--- src/rtl/ram_ch_arb.sv ---
// NUM_CH-way channel arbiter for the flash-channel RAM read-out path: round-robin or
// forced grants, burst-capped, feeding a registered valid/ready beat tagged with its channel.
module ram_ch_arb #(
  parameter int unsigned  NUM_CH    = 16,
  parameter int unsigned  DATA_W    = 1,
  parameter int unsigned  MAX_BURST = 16,
  localparam int unsigned CH_W      = $clog2(NUM_CH)
) (
  input  logic                     clk,
  input  logic                     rst,
  input  logic [NUM_CH-1:0]        ch_req,
  input  logic [NUM_CH*DATA_W-1:0] ch_data,
  input  logic [NUM_CH-1:0]        ch_last,
  output logic [NUM_CH-1:0]        ch_ack,
  input  logic                     force_en,
  input  logic [CH_W-1:0]          force_ch,
  output logic                     out_valid,
  input  logic                     out_ready,
  output logic [DATA_W-1:0]        out_data,
  output logic [CH_W-1:0]          out_ch_num,
  output logic                     out_last,
  output logic                     busy
);
  localparam int unsigned      CNT_W    = $clog2(MAX_BURST + 1);
  localparam logic [CNT_W-1:0] CNT_LAST = CNT_W'(MAX_BURST - 1);
  localparam logic [CH_W-1:0]  CH_MAX   = CH_W'(NUM_CH - 1);

  typedef enum logic {IDLE, XFER} state_e;

  state_e            state_q, state_d;
  logic [CH_W-1:0]   gnt_q, gnt_d, rr_ptr_q, rr_ptr_d;
  logic [CNT_W-1:0]  beat_cnt_q, beat_cnt_d;
  logic              out_valid_q, out_valid_d, out_last_q, out_last_d, busy_q, busy_d;
  logic [DATA_W-1:0] out_data_q, out_data_d;
  logic [CH_W-1:0]   out_ch_q, out_ch_d;

  logic              pick_vld;
  logic [CH_W-1:0]   pick_ch;
  logic              req_g, last_g;
  logic [DATA_W-1:0] data_g;
  logic              can_load, ack, burst_end;
  logic [CH_W-1:0]   rr_next;

  // Channel pick for the IDLE cycle
  always_comb begin
    pick_vld = 1'b0;
    pick_ch  = '0;
    if (force_en) begin
      for (int i = 0; i < int'(NUM_CH); i++) begin
        if (force_ch == CH_W'(i) && ch_req[i]) begin
          pick_vld = 1'b1;
          pick_ch  = CH_W'(i);
        end
      end
    end else begin
      // Lowest requester at/after rr_ptr wins; otherwise the lowest one below it (wrap).
      for (int i = int'(NUM_CH) - 1; i >= 0; i--) begin
        if (ch_req[i] && CH_W'(i) < rr_ptr_q) begin
          pick_vld = 1'b1;
          pick_ch  = CH_W'(i);
        end
      end
      for (int i = int'(NUM_CH) - 1; i >= 0; i--) begin
        if (ch_req[i] && CH_W'(i) >= rr_ptr_q) begin
          pick_vld = 1'b1;
          pick_ch  = CH_W'(i);
        end
      end
    end
  end

  // Granted channel's request, last flag and beat
  always_comb begin
    req_g  = 1'b0;
    last_g = 1'b0;
    data_g = '0;
    for (int i = 0; i < int'(NUM_CH); i++) begin
      if (gnt_q == CH_W'(i)) begin
        req_g  = ch_req[i];
        last_g = ch_last[i];
        data_g = ch_data[i*DATA_W +: DATA_W];
      end
    end
  end

  assign can_load  = !out_valid_q || out_ready;
  assign ack       = (state_q == XFER) && req_g && can_load;
  assign burst_end = last_g || (beat_cnt_q == CNT_LAST);
  assign rr_next   = (gnt_q == CH_MAX) ? '0 : gnt_q + CH_W'(1);

  always_comb begin
    ch_ack = '0;
    for (int i = 0; i < int'(NUM_CH); i++) begin
      if (ack && gnt_q == CH_W'(i)) ch_ack[i] = 1'b1;
    end
  end

  // Next-state and output-stage logic
  always_comb begin
    state_d     = state_q;
    gnt_d       = gnt_q;
    rr_ptr_d    = rr_ptr_q;
    beat_cnt_d  = beat_cnt_q;
    out_valid_d = out_valid_q && !out_ready;
    out_data_d  = out_data_q;
    out_ch_d    = out_ch_q;
    out_last_d  = out_last_q;
    case (state_q)
      IDLE: begin
        if (pick_vld) begin
          gnt_d      = pick_ch;
          beat_cnt_d = '0;
          state_d    = XFER;
        end
      end
      XFER: begin
        if (ack) begin
          out_valid_d = 1'b1;
          out_data_d  = data_g;
          out_ch_d    = gnt_q;
          out_last_d  = burst_end;
          beat_cnt_d  = beat_cnt_q + CNT_W'(1);
          if (burst_end) begin
            state_d  = IDLE;
            rr_ptr_d = rr_next;
          end
        end else if (can_load) begin
          state_d  = IDLE;
          rr_ptr_d = rr_next;
        end
      end
      default: state_d = IDLE;
    endcase
    busy_d = (state_d == XFER);
  end

  always_ff @(posedge clk or posedge rst) begin
    if (rst) begin
      state_q     <= IDLE;
      gnt_q       <= '0;
      rr_ptr_q    <= '0;
      beat_cnt_q  <= '0;
      out_valid_q <= 1'b0;
      out_data_q  <= '0;
      out_ch_q    <= '0;
      out_last_q  <= 1'b0;
      busy_q      <= 1'b0;
    end else begin
      state_q     <= state_d;
      gnt_q       <= gnt_d;
      rr_ptr_q    <= rr_ptr_d;
      beat_cnt_q  <= beat_cnt_d;
      out_valid_q <= out_valid_d;
      out_data_q  <= out_data_d;
      out_ch_q    <= out_ch_d;
      out_last_q  <= out_last_d;
      busy_q      <= busy_d;
    end
  end

  assign out_valid  = out_valid_q;
  assign out_data   = out_data_q;
  assign out_ch_num = out_ch_q;
  assign out_last   = out_last_q;
  assign busy       = busy_q;

endmodule

--- config.mk ---
export PLATFORM = sky130hd
export DESIGN_NAME = ram_ch_arb
export DESIGN_NICKNAME = d
export VERILOG_FILES = /design/src/rtl/ram_ch_arb.sv
export SDC_FILE = /design/constraint.sdc
export NUM_CORES = 1
export LEC_CHECK = 0
export ABC_CLOCK_PERIOD_IN_PS = 5250
export BUFFER_PORTS_ARGS = -buffer_cell sky130_fd_sc_hd__buf_2
export CORE_ASPECT_RATIO = 0.7
export CORE_UTILIZATION = 48
export CTS_BUF_LIST = sky130_fd_sc_hd__clkbuf_4
export CTS_CLUSTER_SIZE = 8
export DETAILED_ROUTE_END_ITERATION = 16
export GPL_ROUTABILITY_DRIVEN = 0
export PLACE_DENSITY = 0.8
export SLEW_MARGIN = 10
export SYNTH_ARGS = -nofsm -noshare
export SYNTH_HDL_FRONTEND = slang
export SYNTH_SLANG_ARGS = --single-unit
--- constraint.sdc ---
create_clock -name clk -period 5.25 [get_ports clk]
set_input_delay 0.7875 -clock clk [delete_from_list [all_inputs] [get_ports clk]]
set_output_delay 0.7875 -clock clk [all_outputs]
set_load 0.005 [all_outputs]
==> metrics.md <==
| Metric | Value |
|---|---|
| Status | `finished, final reports clean` |
| Maximum VDD drop | `between 300 and 400 µV` |
| Layout cell share with drive strength beyond 1 | `around a quarter` |
| Remaining antenna violation count | `0` |
| DRC | `0` |
| Unrepaired setup endpoints after global routing | `false` |
| FFs w/ async S/R, synth | `100%` |
| H-tree depth | `1` |
| Worst EP required | `around 4.5 ns` |
| Initial DRC Count | `~490` |
| Area contributors post-synth | `dfrtp_1, a21oi_1, nand2_1, o21ai_0, nor2_1` |
| Ys flop type | `dfrtp_1` |
| Leakage Power | `~1.4 nW` |
| Largest net degree at the start of global routing | `28` |
| Port buffer count | `79` |
| Leading area contributor after synthesis | `dfrtp_1` |
| Maximum clock frequency | `roughly 250 MHz` |
| Crit path arrival time | `between 3 and 4 ns` |
| CTS tree | `built` |
| EDFF count, synth | `0` |
| Critical setup path kind | `flop to output pin` |
| CTS max path bufs | `2` |
| Final setup fails | `0` |
| Post-CTS Setup Bufs | `0` |
| Crit-path max FO | `27` |
| Crit path time final | `just over 4 ns` |
| Max-slew violations | `0` |
| Remaining Overflow, GRT | `0` |
| First-pass GRT wire length | `13,600 µm` |
| Hpwl dp | `6650 µm` |
| Number of vias per cell | `6.46` |
| Final nets | `about 510` |
| CTS Buf Count | `3` |
| Flop2flop setup slack | `2.08 ns` |
| Synthesized area | `between 0.002 and 0.003 mm²` |
| Final period util | `between 70% and 80%` |
| PwrDens | `a little over 500 mW/mm²` |
| Post-cts resize count | `0` |
| Number of placement rows | `23` |
| Reg clk slew, reported paths | `0.11 ns` |
| Nature of the critical path endpoint | `output pin` |
| Chip width | `94.1 µm` |
| Fin util | `~56%` |
| Hold Path Class | `flop to flop` |
| Tot GR Track Use | `27.6%` |
| Synth top area share | `a little under a fifth` |
| Slew HR | `approximately two fifths` |
| Clock root cell | `clkbuf_4` |
| Seq cells post-synth | `21` |
| Worst-Margin Slew | `0.917 ns` |
| Power Total | `1.62 mW` |
| Fillers | `about 550` |
| Yosys synthesis warning count | `0` |
| Sequential-to-total area share from yosys stat | `between 10% and 20%` |
| Core footprint | `between 0.005 and 0.006 mm²` |
| Crit path cell chain | `ha_1 -> or2_1 -> a2111oi_4 -> a211oi_2 -> a31oi_4 -> nand2_1 -> nor2_1 -> buf_2` |
| Vias in the first global route | `2,808` |
| Setup Skew | `slightly above 0.005 ns` |
| Clk_lat worst skew | `around 0.3 ns` |
| Final hold violations | `0` |
| Maxcap violations | `0` |
| DIE HEIGHT | `66.5 µm` |
| Die ar. | `0.00625 mm²` |
| CP max stage delay | `approximately 0.54 ns` |
| Slowest CP cell | `ha_1` |
| Via count | `around 3,400` |
| Gate Count Post-Synth | `a little over 400` |
| Antenna violations before repair | `0` |
| Area Growth Syn to Fin | `11.6%` |
| Drt pass-1 iters | `5` |
| Total negative setup slack | `0 ns` |
| Netlist cell types | `65` |
| WL/cell | `17.0 µm` |
| # IOs | `80` |
| Final WL | `just under 9000 µm` |
| Synthesized area per cell | `approximately 7.1 µm²` |
| Hold buffer count at CTS | `0` |
| Clk sinks | `21` |
| Net Count, Synth | `~470` |
| Setup crit start kind | `flop` |
| Initial Util | `about half` |
| Ant diodes | `0` |
cells in the mapped netlist (6+ instances only):
master and count:
mux2i_1 11, buf_2 13, o21ai_0 33, nor2b_1 11
clkbuf_1 13, nor3_1 7, nand3_1 11, a31oi_1 11
nor2_1 36, o21a_1 7, o22ai_1 8, ha_1 6
nand2_1 44, inv_1 21, mux2_2 9, a21oi_1 35
dfrtp_1 21, nand3b_1 8
state kept, by name, indices dropped and copies added (netlist names):
signal	cells
gnt_q	4
out_data	1
out_valid	1
busy	1
out_last	1
rr_ptr_q	4
out_ch_num	4
beat_cnt_q	5
routing by layer:
layer | GRT usage (%) | part of all wire (%) | up-vias
met5 | 0 | 0 | -
met4 | 6.35 | 1.6 | 0
met3 | 4.91 | 12 | 21
met2 | 40.2 | 42 | 232
met1 | 41.4 | 44 | 1567
li1 | - | - | 1572
cells in the final DEF, fill, tap and decap left out, drive strengths merged, types with 8 or more instances in the layout:
cell    instances
a21oi          35
a31oi          12
buf            79
dfrtp          21
inv            21
mux2            9
mux2i          11
nand2          44
nand3          11
nand3b          8
nor2           36
nor2b          11
o21ai          34
o22ai           8
critical path: cells and delay by family (launching register included):
kind | cells | cell delay (ns)
compound gates | 3 | 1.00
fa+ha+maj | 1 | 0.54
buf+inv | 1 | 0.13
flops | 1 | 0.46
simple gates | 3 | 0.83
worst paths after layout:
check                                     startpoint                   endpoint  depth (start not counted)
setup / recovery                gnt_q[0]$_DFFE_PP0P_                  ch_ack[8]                          8
hold / removal             out_ch_num[3]$_DFFE_PP0P_  out_ch_num[3]$_DFFE_PP0P_                          1
setup reg to reg                gnt_q[1]$_DFFE_PP0P_    rr_ptr_q[0]$_DFFE_PP0P_                          8
hold reg to reg            out_ch_num[3]$_DFFE_PP0P_  out_ch_num[3]$_DFFE_PP0P_                          1
max in group asynchronous                        rst  out_ch_num[2]$_DFFE_PP0P_                          2
min in group asynchronous                        rst       gnt_q[3]$_DFFE_PP0P_                          2
cells by family (layout without fill, tap and decap cells):
kind of cell    Yosys count  after routing  share of synthesized area, %
compound gates          148            148                          35.5
simple gates            147            147                          25.3
buf+inv                  57            104                          9.39
flops                    21             21                          18.4
mux                      20             20                          7.42
fa+ha+maj                 7              7                          2.99
xor+xnor                  3              3                         0.922
through the flow:
stage          hold slack, ns  worst slack (ns)  instances  instance area, µm²
2_1_floorplan           0.466              2.26        403                2850
3_3_place_gp            0.482              1.69        521                3150
3_5_place_dp            0.494              1.60        521                3150
4_1_cts                 0.520              1.27        525                3180
5_1_grt                 0.530             0.910        525                3180
6_report                0.514              1.20        525                3180
layout make-up:
type / count / area (µm²) / share of cell area (%)
multi-input cells: 325 / 2060 / 64.7
flip-flops and latches: 21 / 526 / 16.5
repair buffers: 79 / 395 / 12.4
well taps: 75 / 93.8 / 2.95
inverters: 21 / 78.8 / 2.48
clock buffers: 4 / 30.0 / 0.944
where the power goes:
group | total, mW | switching, mW | internal [mW]
sequential | 0.416 | 0.188 | 0.228
clock | 0.0829 | 0.0481 | 0.0348
combinational | 1.12 | 0.664 | 0.455
(Power assumes the default switching activity.)
